<file path="src/rtl/solid_scan_pkg.sv">
// Shared types and default geometry for the solid-map box scanner.
package solid_scan_pkg;

  localparam int unsigned DEF_MAP_W      = 128;
  localparam int unsigned DEF_MAP_H      = 128;
  localparam int unsigned DEF_TILE_SHIFT = 3;
  localparam int unsigned DEF_COORD_W    = 16;

  typedef enum logic [2:0] {
    ST_IDLE,
    ST_SETUP,
    ST_SCAN,
    ST_DRAIN,
    ST_DONE
  } scan_state_t;

  typedef struct packed {
    logic signed [DEF_COORD_W-1:0] x;
    logic signed [DEF_COORD_W-1:0] y;
    logic        [7:0]             w;
    logic        [7:0]             h;
  } scan_req_t;

  typedef struct packed {
    logic [$clog2(DEF_MAP_W)-1:0] tx;
    logic [$clog2(DEF_MAP_H)-1:0] ty;
  } tile_coord_t;

  function automatic logic box_empty(input logic [7:0] w, input logic [7:0] h);
    return (w == 8'd0) || (h == 8'd0);
  endfunction

endpackage

</file>
<file path="src/rtl/solid_scan_range.sv">
// One axis of a pixel box converted to an inclusive, map-clamped tile range.
module solid_scan_range #(
  parameter int unsigned COORD_W    = 16,
  parameter int unsigned DIM        = 128,
  parameter int unsigned TILE_SHIFT = 3,
  parameter int unsigned TW         = $clog2(DIM)
) (
  input  logic signed [COORD_W-1:0] i_org,
  input  logic        [7:0]         i_size,
  output logic        [TW-1:0]      o_lo,
  output logic        [TW-1:0]      o_hi
);

  localparam logic signed [COORD_W:0] TMAX = (COORD_W+1)'(DIM - 1);

  logic signed [COORD_W:0] w_org;
  logic signed [COORD_W:0] w_size;
  logic signed [COORD_W:0] w_end;

  assign w_org  = {i_org[COORD_W-1], i_org};
  assign w_size = {{(COORD_W-7){1'b0}}, i_size};
  assign w_end  = w_org + w_size - (COORD_W+1)'(1);

  function automatic logic [TW-1:0] clamp_tile(input logic signed [COORD_W:0] t);
    if (t < 0)
      clamp_tile = '0;
    else if (t > TMAX)
      clamp_tile = TW'(DIM - 1);
    else
      clamp_tile = t[TW-1:0];
  endfunction

  assign o_lo = clamp_tile(w_org >>> TILE_SHIFT);
  assign o_hi = clamp_tile(w_end >>> TILE_SHIFT);

endmodule

</file>
<file path="src/rtl/solid_scan.sv">
// Walks every map tile under a pixel hitbox and reports the first solid one.
// Optional SOLID_SCAN_COUNT_EN: full scan with a solid-tile count instead of early exit.
module solid_scan
  import solid_scan_pkg::*;
#(
  parameter int unsigned MAP_W      = DEF_MAP_W,
  parameter int unsigned MAP_H      = DEF_MAP_H,
  parameter int unsigned TILE_SHIFT = DEF_TILE_SHIFT,
  parameter int unsigned COORD_W    = DEF_COORD_W,
  parameter int unsigned TXW        = $clog2(MAP_W),
  parameter int unsigned TYW        = $clog2(MAP_H),
  parameter int unsigned AW         = TXW + TYW
) (
  input  logic                      clk,
  input  logic                      rst_n,
  input  logic                      req_valid,
  output logic                      req_ready,
  input  logic signed [COORD_W-1:0] req_x,
  input  logic signed [COORD_W-1:0] req_y,
  input  logic        [7:0]         req_w,
  input  logic        [7:0]         req_h,
  output logic                      map_rd_en,
  output logic        [AW-1:0]      map_addr,
  input  logic                      map_rd_data,
  output logic                      rsp_valid,
  input  logic                      rsp_ready,
  output logic                      rsp_hit,
  output logic        [TXW-1:0]     rsp_tx,
  output logic        [TYW-1:0]     rsp_ty
`ifdef SOLID_SCAN_COUNT_EN
  ,
  output logic        [AW:0]        rsp_count
`endif
);

  scan_state_t r_state, w_next;

  logic signed [COORD_W-1:0] r_x, r_y;
  logic        [7:0]         r_w, r_h;
  logic        [TXW-1:0]     r_tx0, r_tx1, r_tx, r_ptx, r_htx;
  logic        [TYW-1:0]     r_ty1, r_ty, r_pty, r_hty;
  logic                      r_pend, r_hit;
  logic        [TXW-1:0]     w_tx0, w_tx1;
  logic        [TYW-1:0]     w_ty0, w_ty1;
  logic                      w_eval_hit, w_last, w_stop;

  solid_scan_range #(.COORD_W(COORD_W), .DIM(MAP_W), .TILE_SHIFT(TILE_SHIFT)) u_range_x (
    .i_org(r_x), .i_size(r_w), .o_lo(w_tx0), .o_hi(w_tx1)
  );

  solid_scan_range #(.COORD_W(COORD_W), .DIM(MAP_H), .TILE_SHIFT(TILE_SHIFT)) u_range_y (
    .i_org(r_y), .i_size(r_h), .o_lo(w_ty0), .o_hi(w_ty1)
  );

  // r_pend marks a read issued last cycle whose data is on map_rd_data now.
  assign w_eval_hit = r_pend && map_rd_data && (r_state == ST_SCAN || r_state == ST_DRAIN);
  assign w_last     = (r_tx == r_tx1) && (r_ty == r_ty1);

`ifdef SOLID_SCAN_COUNT_EN
  logic [AW:0] r_count;
  assign w_stop    = 1'b0;
  assign rsp_count = r_count;
`else
  assign w_stop    = w_eval_hit;
`endif

  always_ff @(posedge clk or negedge rst_n) begin
    if (!rst_n) r_state <= ST_IDLE;
    else        r_state <= w_next;
  end

  always_comb begin
    w_next = r_state;
    case (r_state)
      ST_IDLE:  if (req_valid) w_next = box_empty(req_w, req_h) ? ST_DONE : ST_SETUP;
      ST_SETUP: w_next = ST_SCAN;
      ST_SCAN:  if (w_stop) w_next = ST_DONE;
                else if (w_last) w_next = ST_DRAIN;
      ST_DRAIN: w_next = ST_DONE;
      ST_DONE:  if (rsp_ready) w_next = ST_IDLE;
      default:  w_next = ST_IDLE;
    endcase
  end

  always_comb begin
    req_ready = (r_state == ST_IDLE);
    map_rd_en = (r_state == ST_SCAN);
    rsp_valid = (r_state == ST_DONE);
  end

  assign map_addr = {r_ty, r_tx};
  assign rsp_hit  = r_hit;
  assign rsp_tx   = r_htx;
  assign rsp_ty   = r_hty;

  always_ff @(posedge clk or negedge rst_n) begin
    if (!rst_n) begin
      r_x <= '0; r_y <= '0; r_w <= '0; r_h <= '0;
      r_tx0 <= '0; r_tx1 <= '0; r_ty1 <= '0;
      r_tx <= '0; r_ty <= '0; r_ptx <= '0; r_pty <= '0;
      r_pend <= 1'b0; r_hit <= 1'b0; r_htx <= '0; r_hty <= '0;
`ifdef SOLID_SCAN_COUNT_EN
      r_count <= '0;
`endif
    end else begin
      r_pend <= 1'b0;
      case (r_state)
        ST_IDLE: if (req_valid) begin
          r_x <= req_x; r_y <= req_y; r_w <= req_w; r_h <= req_h;
          r_hit <= 1'b0; r_htx <= '0; r_hty <= '0;
`ifdef SOLID_SCAN_COUNT_EN
          r_count <= '0;
`endif
        end
        ST_SETUP: begin
          r_tx0 <= w_tx0; r_tx1 <= w_tx1; r_ty1 <= w_ty1;
          r_tx  <= w_tx0; r_ty  <= w_ty0;
        end
        ST_SCAN: begin
          r_pend <= 1'b1;
          r_ptx  <= r_tx;
          r_pty  <= r_ty;
          if (!w_last) begin
            if (r_tx == r_tx1) begin
              r_tx <= r_tx0;
              r_ty <= r_ty + 1'b1;
            end else begin
              r_tx <= r_tx + 1'b1;
            end
          end
        end
        default: ;
      endcase
      if (w_eval_hit) begin
`ifdef SOLID_SCAN_COUNT_EN
        r_count <= r_count + (AW+1)'(1);
`endif
        if (!r_hit) begin
          r_hit <= 1'b1;
          r_htx <= r_ptx;
          r_hty <= r_pty;
        end
      end
    end
  end

endmodule

</file>
<file path="config.mk">
export PLATFORM = sky130hd
export DESIGN_NAME = solid_scan
export DESIGN_NICKNAME = d
export VERILOG_FILES = /design/src/rtl/solid_scan_pkg.sv /design/src/rtl/solid_scan_range.sv /design/src/rtl/solid_scan.sv
export SDC_FILE = /design/constraint.sdc
export NUM_CORES = 1
export LEC_CHECK = 0
export CELL_PAD_IN_SITES_DETAIL_PLACEMENT = 0
export CELL_PAD_IN_SITES_GLOBAL_PLACEMENT = 1
export CORE_MARGIN = 5
export CORE_UTILIZATION = 30
export DETAILED_ROUTE_END_ITERATION = 7
export PLACE_DENSITY_LB_ADDON = 0.25
export SETUP_SLACK_MARGIN = 0.15
export SYNTH_ARGS = -nofsm -noshare
export SYNTH_HDL_FRONTEND = slang
export SYNTH_HIERARCHICAL = 1
export SYNTH_SLANG_ARGS = --single-unit
export TNS_END_PERCENT = 50
</file>
<file path="constraint.sdc">
create_clock -name clk -period 3.5 [get_ports clk]
set_clock_uncertainty 0.05 [all_clocks]
set_input_delay 1.05 -clock clk [delete_from_list [all_inputs] [get_ports clk]]
set_output_delay 1.05 -clock clk [all_outputs]
set_load 0.02 [all_outputs]
</file>
# Yosys cells after proc, flatten, opt, wreduce, memory -nomap -nowiden
# Cells that the tools add are included.
# totals
register_bits	116
latchBits	0
ramBits	0
rom_bits	0
n_memories	0
# classes
n_addsub	6
mul	0
n_div	0
n_lt_le_gt_ge	8
eq_ne	11
shifts	0
mux	33
n_bitwise	0
reduce_logical	13
# ops
operator	n
$mux W7	20
$add A16 B9 Y17	2
$sub A17 B2 Y17 const B	2
$gt A14 B8 Y1 const B	2
$lt A14 B1 Y1 const B	2
$pmux W7 S2	2
$gt A13 B8 Y1 const B	2
$lt A13 B1 Y1 const B	2
$logic_not A8 Y1	2
$mux W3	5
$pmux W3 S5	1
$add A7 B1 Y7 const B	2
$eq A7 B7 Y1	2
$eq A3 B2 Y1 const B	2
$reduce_and A3 Y1	2
$mux W1	5
$ne A2 B1 Y1 const B	2
$ne A2 B2 Y1 const B	2
$reduce_and A2 Y1	2
$eq A3 B1 Y1 const B	1
$eq A3 B3 Y1 const B	1
$logic_and A1 B1 Y1	3
$logic_not A3 Y1	1
$ne A3 B1 Y1 const B	1
other kinds (2)	3

# Longest topological paths before layout
# Gate-level depths: netlist of run 1.
# depth
ltp_word	5
mapped_depth	13
ltp_nobuf	12

# Cells and area by module
# The synthesis of run 1 kept the hierarchy.
# by_module_without_submodules
module	instances	cells_each	area_per_inst_um2
solid_scan	1	545	5011.1
solid_scan_range	2	164	1158.6

# Least setup slack after synthesis of run 1
# OpenSTA, ideal clock, no wires.
# synth_timing
path_type	register -> register
from	register r_x[3]
to	register r_tx1[6]
arrival_ns	2.667
required_ns	3.333
path_slack_ns	0.665
stages_incl_launch_ff	13
n_path_buf	0
synth_period_minus_slack_ns	2.835
path_cell_list	dfrtp_1 > inv_1 > ha_1 > inv_1 > ha_1 > a2111o_1 > a31oi_2 > o211a_4 > o31ai_1 > a2111oi_4 > a31oi_1 > nand2_1 > nand2_1
# synth_via
elab_chain_cells	5
elab_cells_between_ends	6
# synth_rtl
item	line	text
from (decl)	solid_scan.sv:38	logic signed [COORD_W-1:0] r_x, r_y;
from (signal assigned)	solid_scan.sv:109	r_x <= req_x; r_y <= req_y; r_w <= req_w; r_h <= req_h;
$add A16 B9 Y17 *	solid_scan_range.sv:22	assign w_end = w_org + w_size - (COORD_W+1)'(1);
$sub A17 B2 Y17 *	solid_scan_range.sv:22	
$gt A14 B8 Y1	solid_scan_range.sv:27	else if (t > TMAX)
$mux W7	solid_scan_range.sv:27	
$mux W7 *	solid_scan_range.sv:25	if (t < 0)
net w_tx1[6]	solid_scan.sv:43	logic [TXW-1:0] w_tx0, w_tx1;
to (signal assigned)	solid_scan.sv:116	r_tx0 <= w_tx0; r_tx1 <= w_tx1; r_ty1 <= w_ty1;
to (decl)	solid_scan.sv:40	logic [TXW-1:0] r_tx0, r_tx1, r_tx, r_ptx, r_htx;
# The timed path passes the listed nets; every way through them passes the cells marked *.
# A chain may end at the register's enable or synchronous reset.

# Final worst setup path of run 1
# layout_timing
from	register r_state[2]
to	output port map_rd_en
# layout_via
elab_chain_cells	1
# layout_rtl
item	line	text
from (decl)	solid_scan.sv:36	scan_state_t r_state, w_next;
from (signal assigned)	solid_scan.sv:69	else r_state <= w_next;
$eq A3 B2 Y1	solid_scan.sv:87	map_rd_en = (r_state == ST_SCAN);
to (decl)	solid_scan.sv:22	output logic map_rd_en,
# Every way passes these cells.

==> metrics, run 1 <==
outcome complete, no violations; # setup viols final 0; CTS Hold Bufs 0; Initial Utilization 0.303; syn_area_per_cell 8.39 um2; Slew HR 0.283; Yosys reg bits 116; footprint of the multi-input gates 3970 um2; Worst Max-Slew Pin Slew 1.07 ns; ys async rst share 1.00; final net count 1066; Tmin final 3.14 ns; max-cap viol count 0; Hold WC Path Type flop to flop; commonest non-fill, non-tap cell in the layout nand2_1; DRT iter0 DRCs 364; vias in the first global route 6180; FMAX 0.319 GHz; RSZ-0062 raised after global routing false; ANT cells 0; Die Y 166 um; Slew Limit Fails 0; post-synthesis sequential area ratio 0.396; RR Startpoint r_y[3]; R2R cell count 12; CTS sink cnt 116; Total Routing Usage GR 0.142; row count 57; Vias/cell 4.76; Setup CP Type flop to primary output; filler cell count 2477; first-pass GRT wire length 32700 um; Placer Congestion 0.852; Reg area 2900 um2; CP Capture Type primary output; commonest non-fill, non-tap cells in the layout nand2_1 (271), dfrtp_1 (116), clkdlybuf4s50_1 (83); CP endpoint map_rd_en; crit-path max FO 6; reg-to-reg setup timing slack 0.38 ns; total number of vias 6137; clock slew at reported path FFs 0.06 ns; final hold viol count 0; CTS Root Cell clkbuf_16; die width 166 um; Core ar. 24200 um2; fin crit share 0.896; drt pass-1 iters 4; area grow syn2layout 25.7%; Synth cell types 64; clk buf depth 2; syn nets 986; Syn. warnings 6; Syn Std Cell Area 7330 um2; CTS Buf Count 17; DRC Markers 0; die area 27700 um2; RR Endpoint r_ty1[0]; CTS tree done; Synth area leaders dfrtp_1 (40%), nand2_1 (14%), ha_1 (10%); initial antenna violation count 0; clk_lat worst skew 0.42 ns; CP startpoint r_state[2]; drt total wl 19300 um; Post-Synthesis Cells 873; CP Data Arrival Time 2.04 ns; H-tree depth 4; Post-synth EDFFs 0; final antenna-violating net count 0; TNS Setup 0 ns; Port Buffers 84; Post-synth top flop dfrtp_1; boundary pin count 85; worst path required time 2.40 ns; detailed-placement wirelength estimate 14300 um; Overflow after GRT 0; Final Core Density 0.381; DR WL/cell 14.9 um; share of the synthesized area in the top cell type 0.396; area leader, netlist dfrtp_1; startpoint types flop; share of cells above drive strength 1 0.0735; largest net degree at the start of global routing 62
==> worst min path at each step <==
| stage | slack (ns) | cells past startpoint | start | end |
|---|---|---|---|---|
| 2_1_floorplan | 0.39 | 2 | r_x[0] | r_x[0] |
| 3_3_place_gp | 0.41 | 2 | r_y[0] | r_y[0] |
| 3_5_place_dp | 0.41 | 1 | r_tx0[6] | r_tx0[6] |
| 4_1_cts | 0.43 | 2 | r_w[0] | r_w[0] |
| 5_1_grt | 0.44 | 2 | r_w[0] | r_w[0] |
| 6_report | 0.42 | 2 | r_x[1] | r_x[1] |
==> synth_stat cells, types with 3 or more instances <==
library cell  count
a211oi_1          8
a21o_1           11
a21oi_1          20
a22o_1           17
a311oi_1          6
a31oi_1          15
and2_1            6
and2b_1           4
and3_1           10
and4_1            4
buf_1             3
buf_2             8
clkbuf_1         20
dfrtp_1         116
ha_1             60
inv_1            80
inv_2             3
mux2i_1           4
nand2_1         271
nand2b_1          6
nand3_1          16
nand4_1           5
nor2_1           30
nor3_1           13
nor4_1            9
o21a_1            4
o21ai_0          25
o22ai_1           5
o31ai_1           4
or4_1             6
xnor2_1          13
xnor2_2           3
xor2_1           19
==> layout make-up <==
type / instances / area share
Clock buffer: 19 / 0.0492
Sequential cell: 116 / 0.315
Clock inverter: 13 / 0.0249
Inverter: 83 / 0.0338
Timing Repair Buffer: 95 / 0.101
Tap cell: 324 / 0.0440
Multi-Input combinational cell: 640 / 0.432
==> what timing repair did <==
action                                 in CTS  in global routing
endpoints found under the hold margin       0                  0
setup buffers                               0                  2
setup endpoints to repair                   0                 14
gates resized for setup                     0                  4
==> through the flow <==
stage	hold slack [ns]	instance area, um2	instances	setup WS, ns
2_1_floorplan	0.388	7330	873	0.665
3_3_place_gp	0.406	8500	1256	0.320
3_5_place_dp	0.412	8500	1256	0.303
4_1_cts	0.425	9180	1288	0.249
5_1_grt	0.437	9210	1290	0.152
6_report	0.419	9210	1290	0.363
==> logic make-up (layout without fill, tap and decap cells) <==
kind of cell    Yosys count  after routing  share of synthesized area
buf+inv                 117            210                     0.0639
compound gates          147            147                      0.151
mux                       6              6                    0.00854
fa+ha+maj                60             60                      0.102
simple gates            392            392                      0.233
xor+xnor                 35             35                     0.0449
flops                   116            116                      0.396
==> sequential cells by signal, summed over array words and instances (netlist names) <==
signal   flops
r_state      3
r_y         16
r_tx1        7
r_pty        7
rsp_tx       7
r_ty1        7
r_tx0        7
r_w          8
r_tx         7
r_x         16
rsp_ty       7
rsp_hit      1
r_pend       1
r_h          8
r_ptx        7
r_ty         7
==> metal layers <==
metal	vias to the layer above	GRT usage	share of wire
met4	0	0.0441	0.011
met3	15	0.0267	0.038
met5	-	0	0
li1	3116	-	-
met2	128	0.206	0.42
met1	2878	0.214	0.53
==> worst max-delay path: stages (launching register included) <==
cell	delay, ns
dfrtp_1	0.43
nand2b_1	0.18
or2_2	0.32
inv_2	0.08
clkdlybuf4s50_1	0.60
Power of run 1 is left out: the tool's default activity adds up to more than one toggle a clock period on the data nets, which glitch-free logic cannot reach.
==> inputs of run 2 (changes only) <==
--- a/config.mk
+++ b/config.mk
@@ -7,11 +7,10 @@
 export LEC_CHECK = 0
 export CELL_PAD_IN_SITES_DETAIL_PLACEMENT = 0
 export CELL_PAD_IN_SITES_GLOBAL_PLACEMENT = 1
-export CORE_MARGIN = 5
+export CORE_MARGIN = 8
 export CORE_UTILIZATION = 30
 export DETAILED_ROUTE_END_ITERATION = 7
-export PLACE_DENSITY_LB_ADDON = 0.25
-export SETUP_SLACK_MARGIN = 0.15
+export PLACE_DENSITY_LB_ADDON = 0.08
 export SYNTH_ARGS = -nofsm -noshare
 export SYNTH_HDL_FRONTEND = slang
 export SYNTH_HIERARCHICAL = 1
==> run 2 against run 1 <==
- die area is 7.3% higher
- sequential share of layout area is 0.32 points higher
- sequential cell count stayed put
- first-iteration DRC count is 25% lower
- via count is 1.6% lower
- critical path depth is 8 higher
- final area is 0.99% lower
- worst setup slack worse by 0.021 ns
- maximum frequency is 0.68% lower
- global-route usage is 0.15 points higher
==> metrics, run 2 (same netlist as run 1, synthesis figures left out) <==
outcome complete, no violations; Setup CP Type flop to flop; worst path required time 3.75 ns (+1.35 ns); GRT met2 Usage 0.205 (-0.00102); DRT iter0 DRCs 274 (-25%); total number of vias 6036 (-1.6%); CTS Root Cell clkbuf_16; leak pwr 4.43 nW; busiest grt layer met1; final hold viol count 0 (unchanged); Placer Congestion 0.785 (-7.9%); die width 172 um (+3.6%); Hold Path Depth 2 (unchanged); initial antenna violation count 0 (unchanged); Core ar. 24200 um2 (unchanged); startpoint types flop; Post-CTS Setup Bufs 0 (unchanged); first-pass GRT wire length 33600 um (+2.6%); Slew HR 0.364 (+0.0802); row count 57 (unchanged); largest net degree at the start of global routing 49 (-21%); Total Routing Usage GR 0.144 (+0.00149); commonest non-fill, non-tap cell in the layout nand2_1; die area 29700 um2 (+7.3%); clk buf depth 2 (unchanged); commonest non-fill, non-tap cells in the layout nand2_1 (271), dfrtp_1 (116), clkdlybuf4s50_1 (83); final net count 1067 (+0.094%); Post-Place Cells 1259 (+0.24%); worst hold endpoint r_w[0]; reg-to-reg setup timing slack 0.34 ns (-0.04 ns); met1 Use GR 0.210 (-0.00416); max-cap viol count 0 (unchanged); RSZ-0062 raised after global routing false; detailed-placement wirelength estimate 15300 um (+6.7%); DR WL/cell 15.7 um (+5.2%); Post-CTS Resized 0 (unchanged); DRC Markers 0 (unchanged); filler cell count 2531 (+2.2%); final antenna-violating net count 0 (unchanged); CP Data Arrival Time 3.41 ns (+1.37 ns); Overflow after GRT 0 (unchanged); min-delay src r_w[0]; CTS tree done; boundary pin count 85 (unchanged); Vias/cell 4.68 (-1.7%); fin crit share 0.902 (+0.00610); Worst Max-Slew Pin Slew 0.951 ns (-0.120 ns); # setup viols final 0 (unchanged); R2R cell count 12 (unchanged); footprint of the multi-input gates 3960 um2 (-0.25%); H-tree depth 4 (unchanged); grt met3 use 0.0361 (+0.00941); clk_lat worst skew 0.41 ns (about the same); TNS Setup 0 ns (unchanged); clock slew at reported path FFs 0.05 ns (about the same); Port Buffers 84 (unchanged); Tmin final 3.16 ns (+0.0213 ns); Layout Cells excl Fill 1291 (+0.078%); peak supply drop 0.323 mV; Slew Limit Fails 0 (unchanged); Initial Utilization 0.303 (unchanged); RR Endpoint r_tx1[3]; Pwr Density 1200 nW/um2; drt pass-1 iters 5 (+1); CTS Hold Bufs 0 (unchanged); CTS Buf Count 17 (unchanged); RR Startpoint r_x[2]; area grow syn2layout 24.4%; CP Capture Type flop; share of cells above drive strength 1 0.0704 (-0.00311); FMAX 0.317 GHz (-0.68%); vias in the first global route 6232 (+0.84%); Hold WC Path Type flop to flop; crit-path max FO 7 (+1); CTS sink cnt 116 (unchanged); drt total wl 20300 um (+5.3%); Reg area 2900 um2 (unchanged); Die Y 172 um (+3.6%); biggest regs r_x x16, r_y x16
==> run 2: cell types whose count changed in the layout (fill, tap and decap cells not counted), sizes merged <==
cell    delta
diode      +1
clkinv     +3
bufinv     -3
clkbuf     -1
buf        +1
==> run 2: worst max-delay path by stage <==
| stage | to | cells past startpoint | slack, ns | start |
|---|---|---|---|---|
| floorplan | r_tx1[6] | 12 | 0.67 | r_x[3] |
| global placement | r_tx1[4] | 12 | 0.38 | r_x[2] |
| detailed placement | r_tx1[5] | 12 | 0.39 | r_x[3] |
| CTS | r_tx1[5] | 12 | 0.36 | r_x[3] |
| global route | r_tx1[2] | 12 | 0.06 | r_x[2] |
| finish | r_tx1[3] | 12 | 0.34 | r_x[2] |
==> run 2: report_power, final <==
part           switching, mW  internal, mW
sequential             0.587          1.96
combinational           3.92          2.74
clock                  0.640          1.11
total                   5.15          5.81
==> run 2: layout make-up <==
class / instances / share of cell area
clock buffers: 18 / 0.0471
repair buffers: 96 / 0.103
flip-flops and latches: 116 / 0.318
diodes: 1 / 0.000274
clock inverters: 13 / 0.0177
inverters: 83 / 0.0342
well taps: 324 / 0.0445
multi-input cells: 640 / 0.435
==> run 2: layer usage <==
metal,vias to the layer above,routed length [um]
li1,3111,-
met5,-,0
met2,131,8490
met1,2788,10700
met4,0,95
met3,6,1030
==> run 2: critical path: stages (launching register included) <==
cell,delay [ns]
dfrtp_1,0.34
inv_1,0.04
ha_1,0.26
inv_1,0.04
ha_1,0.26
and2b_1,0.20
a2111oi_0,0.44
o32ai_1,0.23
o31ai_1,0.31
mux2i_1,0.57
a31oi_1,0.17
nand2_1,0.09
nand2_1,0.05
==> run 2: stage by stage <==
step                worst slack (ns)  cell area [um2]  utilization  hold slack, ns  total power [mW]
CTS                            0.357             9110        0.377           0.421              11.1
global placement               0.385             8520        0.353           0.405              9.38
finish                         0.342             9120        0.377           0.415              11.0
floorplan                      0.665             7330            -           0.388              7.41
detailed placement             0.388             8520        0.353           0.407              9.29
global route                  0.0581             9110        0.377           0.434              12.1
(Power assumes the default switching activity.)
==> inputs of run 3 (changes only) <==
--- a/config.mk
+++ b/config.mk
@@ -8,7 +8,7 @@
 export CELL_PAD_IN_SITES_DETAIL_PLACEMENT = 0
 export CELL_PAD_IN_SITES_GLOBAL_PLACEMENT = 1
 export CORE_MARGIN = 8
-export CORE_UTILIZATION = 30
+export CORE_UTILIZATION = 43
 export DETAILED_ROUTE_END_ITERATION = 7
 export PLACE_DENSITY_LB_ADDON = 0.08
 export SYNTH_ARGS = -nofsm -noshare
==> run 3 against run 2 <==
- register-to-register slack worse by 0.04 ns
- sequential share of layout area up 0.47 points
- maximum frequency is 1.4% lower
- largest cell class unchanged
- worst setup slack lost 0.044 ns
- highest routed layer unchanged
- utilization rose by 16 points
- final area down 1.4%
- sequential cell count did not move
- first-iteration DRC count is 40% higher
==> metrics, run 3 (same netlist as run 1, synthesis figures left out) <==
# setup viols final 0 (unchanged); Total Routing Usage GR 0.179 (+0.0354); Fin Hold WS 0.420 ns (+0.00454 ns); die area 21500 um2 (-28%); final hold viol count 0 (unchanged); ANT cells 0 (-1); clk_lat worst skew 0.42 ns (about the same); commonest non-fill, non-tap cells in the layout nand2_1 (271), dfrtp_1 (116), clkdlybuf4s50_1 (83); area grow syn2layout 22.6%; initial antenna violation count 0 (unchanged); CTS sink cnt 116 (unchanged); outcome complete, no violations; Vias/cell 5.24 (+12%); clk buf depth 2 (unchanged); filler cell count 1594 (-37%); die width 147 um (-15%); CTS Root Cell clkbuf_16; first-pass GRT wire length 31600 um (-5.8%); fin crit share 0.915 (+0.0126); worst path required time 3.75 ns (about the same); Worst Max-Slew Pin Slew 0.979 ns (+0.0282 ns); Slew HR 0.345 (-0.0189); delay-heaviest family, CP compound AO/OA/AOI/OAI gates; RSZ-0062 raised after global routing false; CTS Buf Count 17 (unchanged); R2R cell count 12 (unchanged); Slowest Stage Delay on Critical Path 0.59 ns (+0.02 ns); row count 47 (-18%); CP Buf/Inv Count 2 (unchanged); worst hold endpoint r_x[0]; Initial Utilization 0.440 (+0.137); vias in the first global route 6237 (+0.080%); Overflow after GRT 0 (unchanged); CP Data Arrival Time 3.45 ns (+0.04 ns); Tmin final 3.20 ns (+0.0443 ns); Hold WC Path Type flop to flop; footprint of the multi-input gates 3960 um2 (about the same); crit path cell chain inv_1 > ha_1 > inv_1 > ha_1 > a2111o_1 > a31oi_2 > o211a_4 > o31ai_1 > a2111oi_4 > a31oi_1 > nand2_1 > nand2_1; largest net degree at the start of global routing 50 (+2.0%); Post-CTS Resized 0 (unchanged); share of cells above drive strength 1 0.0674 (-0.00304); clock slew at reported path FFs 0.06 ns (about the same); CP Capture Type flop; Slew Limit Fails 0 (unchanged); drt total wl 18800 um (-7.3%); Reg area 2900 um2 (unchanged); RR Startpoint r_y[3]; DRC Markers 0 (unchanged); biggest regs r_x x16, r_y x16; commonest non-fill, non-tap cell in the layout nand2_1; detailed-placement wirelength estimate 14000 um (-8.6%); FMAX 0.312 GHz (-1.4%); drt pass-1 iters 5 (unchanged); RR Endpoint r_ty1[3]; min-delay src r_x[0]; TNS Setup 0 ns (unchanged); Port Buffers 84 (unchanged); Placer Congestion 0.847 (+8.0%); Die Y 147 um (-15%); final net count 1065 (-0.19%); reg-to-reg setup timing slack 0.30 ns (-0.04 ns); CTS tree done; total number of vias 6212 (+2.9%); final antenna-violating net count 0 (unchanged); Core ar. 16600 um2 (-31%); Slowest cell on crit path a2111oi_4; crit-path max FO 7 (unchanged); max-cap viol count 0 (unchanged); CTS Hold Bufs 0 (unchanged); boundary pin count 85 (unchanged); DR WL/cell 15.9 um (+0.97%); startpoint types flop; Hold Path Depth 2 (unchanged); Post-CTS Setup Bufs 0 (unchanged); DRT iter0 DRCs 383 (+40%); H-tree depth 4 (unchanged); Setup CP Type flop to flop
run 3: cell count changes in the layout (fill, tap and decap cells not counted), moves of 2 or more:
cell,before,now
clkinv_4,3,0
inv_6,0,3
buf_4,12,10
clkbuf_8,0,2
run 3: worst max path at each step:
stage | from | endpoint | slack, ns | depth (start not counted)
3_3_place_gp | r_x[2] | r_tx1[5] | 0.41 | 12
6_report | r_y[3] | r_ty1[3] | 0.30 | 12
4_1_cts | r_x[2] | r_tx1[5] | 0.33 | 12
5_1_grt | r_h[2] | r_ty1[1] | 0.07 | 12
2_1_floorplan | r_x[3] | r_tx1[6] | 0.67 | 12
3_5_place_dp | r_x[2] | r_tx1[5] | 0.35 | 12
run 3: final cells by class:
class,instances,share of cell area
clock buffers,21,0.0512
well taps,220,0.0306
clock inverters,11,0.0166
inverters,83,0.0347
flip-flops and latches,116,0.323
multi-input cells,640,0.441
repair buffers,94,0.103
run 3: per-stage QoR:
step                utilization  setup WS [ns]  area (um2)  std cells
finish                    0.540          0.298        8990       1185
global placement          0.503          0.405        8370       1153
floorplan                     -          0.665        7330        873
detailed placement        0.503          0.355        8370       1153
CTS                       0.540          0.330        8980       1185
global route              0.540         0.0707        8990       1185
run 3: worst min-delay path, stage by stage, from the launching register on:
cell and delay, ns:
dfrtp_1 0.34, nand2_1 0.05, nand2_1 0.05
run 3: metal layers:
layer	GRT usage	share of wire
met5	0	0
met3	0.0371	0.045
met1	0.246	0.51
met2	0.276	0.44
met4	0.0582	0.012
Power of run 3 is left out for the same reason.
==> edit 1 (settings of run 2) <==
Set the package constant `DEF_MAP_H` to 64 (it was 128).
--- a/src/rtl/solid_scan_pkg.sv
+++ b/src/rtl/solid_scan_pkg.sv
@@ -3,5 +3,5 @@
 
   localparam int unsigned DEF_MAP_W      = 128;
-  localparam int unsigned DEF_MAP_H      = 128;
+  localparam int unsigned DEF_MAP_H      = 64;
   localparam int unsigned DEF_TILE_SHIFT = 3;
   localparam int unsigned DEF_COORD_W    = 16;
Interface: changed (resized map_addr and rsp_ty); port bits go from 85 to 83. No check against the original RTL was run, so the function may have changed too.
==> edit 1 against run 2 <==
Synthesized area shrank 1.5%. Worst hold slack improved by 0.0041 ns. Count of clock-buffer cells in the layout fell by 9. Setup slack better by 0.0071 ns. Sequential cell count is 4 lower. Wire length shrank 3.4%. Design area decreased by 4.4%. Largest cell class unchanged.
Power is left out: the tool's default activity adds up to more than one toggle a clock period on the data nets, which glitch-free logic cannot reach.
==> edit 1: results (changes against run 2) <==
[placement]
placement.io_buffers=82  ; was 84
place.detailed.hpwl_mm=15.1  ; was 15.3 mm
dp_slack_ns=0.362  ; was 0.388 ns
instance_count_after_placement_with_tap_cells_included=1245  ; was 1259

[clocking]
clkSlewWorstSetupHoldPaths_ns=0.08  ; was 0.05 ns
postCtsSetupBuffers=0  ; unchanged
clock_buffers_created_by_tritoncts=9  ; was 17

[logic_synthesis]
synth_fp_nets=972  ; was 986
post_synth_main_area_contributors=dfrtp_1, nand2_1, ha_1  ; unchanged
yosys-top-cells-count=nand2_1, dfrtp_1, inv_1  ; unchanged
postSynthAreaPerCell_sq_um=8.41  ; was 8.39 sq um
seq_area_frac_synth=0.388  ; was 0.396
yosysUniqueCellTypes=77  ; was 64

[timing]
max_slew_margin=0.377  ; was 0.364

[die]
floorplan.initialDensity=0.307  ; was 0.303

[layout]
fillers=2504  ; was 2531
finalNetCount=1050  ; was 1067
num_antenna_cells=0  ; was 1

[global_routing]
grt_util_all_layers=0.137  ; was 0.144
grt_start_max_net_pins=54  ; was 49
global_route_wire_length_before_repair_mm=32.3  ; was 33.6 mm

[drt]
drtIter0Drc=265  ; was 274
routed-via-count=5948  ; was 6036
routedWlPerCell_um=15.5  ; was 15.7 um

[worst_setup_path]
worstPathArrival_ns=3.35  ; was 3.41 ns

[status]
outcome=finished, final reports clean  ; unchanged

-- edit 1: metal layers --
metal	vias up	GRT usage	share of wire
met5	-	0	0
met4	0	0.0321	0.0096
met3	11	0.0295	0.056
met2	126	0.192	0.38
met1	2750	0.207	0.55
li1	3061	-	-
-- edit 1: layout make-up --
| type | instances | area (sq um) | share of cell area |
|---|---|---|---|
| multi-input combinational | 633 | 3970 | 0.455 |
| sequential | 112 | 2800 | 0.322 |
| timing repair buffer | 94 | 921 | 0.106 |
| tap | 319 | 399 | 0.0458 |
| inverter | 87 | 328 | 0.0376 |
| clock buffer | 9 | 225 | 0.0258 |
| clock inverter | 7 | 72.6 | 0.00833 |
-- edit 1: cells by family after synthesis --
group / after synthesis / share of synthesized area
AOI/OAI and AO/OA: 152 / 0.155
and+or+nand+nor: 378 / 0.234
DFF: 112 / 0.388
buffers and inverters: 114 / 0.0636
adders and majority gates: 60 / 0.104
xor gates and xnor gates: 34 / 0.0423
muxes: 9 / 0.0130
-- edit 1: worst paths after layout --
| kind | start | end | slack [ns] | cells past startpoint |
|---|---|---|---|---|
| worst min register to register | r_x[0]$_DFFE_PN0P_ | r_x[0]$_DFFE_PN0P_ | 0.42 | 2 |
| min in group asynchronous | rst_n | rsp_ty[5]$_DFF_PN0_ | 0.62 | 1 |
| worst max-delay path | r_x[3]$_DFFE_PN0P_ | r_tx1[4]$_DFFE_PN0P_ | 0.35 | 12 |
| worst min-delay path | r_x[0]$_DFFE_PN0P_ | r_x[0]$_DFFE_PN0P_ | 0.42 | 2 |
| worst max register to register | r_x[3]$_DFFE_PN0P_ | r_tx1[4]$_DFFE_PN0P_ | 0.35 | 12 |
| max in group asynchronous | rst_n | r_x[15]$_DFFE_PN0P_ | 2.07 | 2 |
-- edit 1: critical path: stages, from the launching register on --
cell and delay [ns]:
dfrtp_1 0.37, inv_1 0.06, ha_1 0.27, inv_1 0.04, ha_1 0.38, a2111o_1 0.45
a31oi_2 0.25, o211a_4 0.23, o31ai_1 0.11, a2111oi_4 0.53, a31oi_1 0.16, nand2_1 0.09
nand2_1 0.05
-- edit 1: metrics by stage --
| step | util | hold slack [ns] | area, sq um |
|---|---|---|---|
| CTS | 0.370 | 0.427 | 8710 |
| global route | 0.370 | 0.449 | 8710 |
| detailed placement | 0.357 | 0.406 | 8420 |
| floorplan | - | 0.388 | 7220 |
| global placement | 0.357 | 0.403 | 8420 |
| finish | 0.370 | 0.419 | 8710 |
==> edit 2 (config.mk and constraints of run 2) <==
Without the edit above. Reset style: synchronous (`rst_n`), changed in 2 clocked blocks.
--- a/src/rtl/solid_scan.sv
+++ b/src/rtl/solid_scan.sv
@@ -65,5 +65,5 @@
 `endif
 
-  always_ff @(posedge clk or negedge rst_n) begin
+  always_ff @(posedge clk) begin
     if (!rst_n) r_state <= ST_IDLE;
     else        r_state <= w_next;
@@ -94,5 +94,5 @@
   assign rsp_ty   = r_hty;
 
-  always_ff @(posedge clk or negedge rst_n) begin
+  always_ff @(posedge clk) begin
     if (!rst_n) begin
       r_x <= '0; r_y <= '0; r_w <= '0; r_h <= '0;
Formal check against the unedited RTL: differs if rst_n is asserted again (counterexample within 4 cycles, from zero or initial values and one cycle with rst_n low); with rst_n held inactive, the same outputs for 4 cycles.
==> edit 2 against run 2 <==
Design area is 0.62% lower. Sequential cell count stayed put. Core utilization is 0.10 points higher. Wire length is 3.6% higher. Global-route usage is 0.34 points higher. Die area is 1.2% lower. Synthesized area is 1.3% lower. Setup slack worse by 0.058 ns. Largest cell class unchanged.
Power is not compared: it rests on default switching activity, and its combinational part moved more than twofold at a synthesized area within 25%.
==> edit 2: results (changes against run 2) <==
[logic_synthesis]
post_synth_inst_count=923  ; was 873
yosys-top-cells-count=nand2_1, dfxtp_1, inv_1  ; was nand2_1, dfrtp_1, inv_1
post_synth_main_area_contributors=dfxtp_1, nand2_1, ha_1  ; was dfrtp_1, nand2_1, ha_1
yosysUniqueCellTypes=69  ; was 64
synth_fp_nets=1036  ; was 986
postSynth.asyncResetShare=0  ; was 1.00
seq_area_frac_synth=0.321  ; was 0.396
yosys_most_used_dff=dfxtp_1  ; was dfrtp_1

[layout]
non_filler_instance_count_after_layout=1329  ; was 1291
num_antenna_cells=0  ; was 1
biggest_regs=r_x (16), r_y (16)  ; unchanged
post_route_cells_drive_above_1_share=0.0687  ; was 0.0704
fillers=2574  ; was 2531
finalNetCount=1105  ; was 1067

[drt]
viasPerCell=4.75  ; was 4.68
drtIter0Drc=326  ; was 274
total_iterations_of_the_first_detailed_routing_run=4  ; was 5
drt_wl_total_mm=21.0  ; was 20.3 mm

[global_routing]
grt_start_max_net_pins=65  ; was 49
first_global_vias=6270  ; was 6232
global_route_wire_length_before_repair_mm=34.1  ; was 33.6 mm
initial_antenna_violation_count=1  ; was 0
grt_util_all_layers=0.147  ; was 0.144

[placement]
placement.io_buffers=84  ; unchanged
place.detailed.hpwl_mm=15.2  ; was 15.3 mm
placed_area_sq_um=8400  ; was 8520 sq um
place.gp.congestion=0.792  ; was 0.785

[worst_setup_path]
worstPathArrival_ns=3.46  ; was 3.41 ns

[status]
outcome=finished, final reports clean  ; unchanged

[timing]
pin_slew_with_the_least_headroom_to_its_limit_ns=1.12  ; was 0.951 ns

[clocking]
postCtsSetupBuffers=0  ; unchanged
clkSlewWorstSetupHoldPaths_ns=0.06

## edit 2: final cells by class
type / instances / area, sq um / area share
Clock buffer: 20 / 467 / 0.0515
Multi-Input combinational cell: 675 / 4400 / 0.486
Inverter: 85 / 319 / 0.0352
Timing Repair Buffer: 97 / 958 / 0.106
Tap cell: 324 / 405 / 0.0447
Clock inverter: 12 / 190 / 0.0210
Sequential cell: 116 / 2320 / 0.256
## edit 2: logic make-up after synthesis
| group | share of synthesized area |
|---|---|
| AND/OR/NAND/NOR | 0.213 |
| adder cells (fa/ha/maj) | 0.104 |
| flip-flops | 0.321 |
| buffers and inverters | 0.0718 |
| AO/OA/AOI/OAI | 0.231 |
| multiplexers | 0.0138 |
| XOR/XNOR | 0.0457 |
## edit 2: path summary, 6_finish.rpt
kind | start | endpoint | slack [ns] | cells past startpoint
min reg2reg | r_ptx[0]$_SDFFE_PN0P_ | r_ptx[0]$_SDFFE_PN0P_ | 0.41 | 2
min | r_ptx[0]$_SDFFE_PN0P_ | r_ptx[0]$_SDFFE_PN0P_ | 0.41 | 2
max reg2reg | r_y[3]$_SDFFE_PN0P_ | r_ty1[1]$_SDFFE_PN0P_ | 0.28 | 12
max | r_y[3]$_SDFFE_PN0P_ | r_ty1[1]$_SDFFE_PN0P_ | 0.28 | 12
## edit 2: critical path, stage by stage, from the launching register on
cell       delay (ns)
dfxtp_1          0.35
inv_1            0.07
ha_1             0.27
inv_1            0.04
ha_1             0.37
a2111o_1         0.44
a31oi_2          0.24
o211a_4          0.23
o31ai_1          0.10
a2111oi_4        0.59
a31oi_1          0.17
nand2_1          0.10
a21oi_1          0.06
## edit 2: where the power goes
| part | total (W) | internal, W | switching [W] | leakage [nW] |
|---|---|---|---|---|
| Sequential | 0.00168 | 0.00149 | 0.000195 | 0.946 |
| Clock | 0.00198 | 0.00127 | 0.000712 | 0.323 |
| Combinational | 0.00252 | 0.00102 | 0.00149 | 2.35 |
| Total | 0.00618 | 0.00377 | 0.00240 | 3.62 |
## edit 2: metal layers
| layer | routed length [um] | track usage | share of wire |
|---|---|---|---|
| met1 | 10900 | 0.205 | 0.52 |
| met2 | 8740 | 0.218 | 0.42 |
| met3 | 1030 | 0.0381 | 0.049 |
| met4 | 310 | 0.0450 | 0.015 |
| met5 | 9 | 0 | 0.00043 |
## edit 2: through the flow
step	hold slack [ns]	setup WS (ns)
after floorplan	0.387	0.658
after global placement	0.396	0.364
after detailed placement	0.400	0.322
after CTS	0.409	0.283
after global routing	0.428	0.0411
final	0.405	0.284
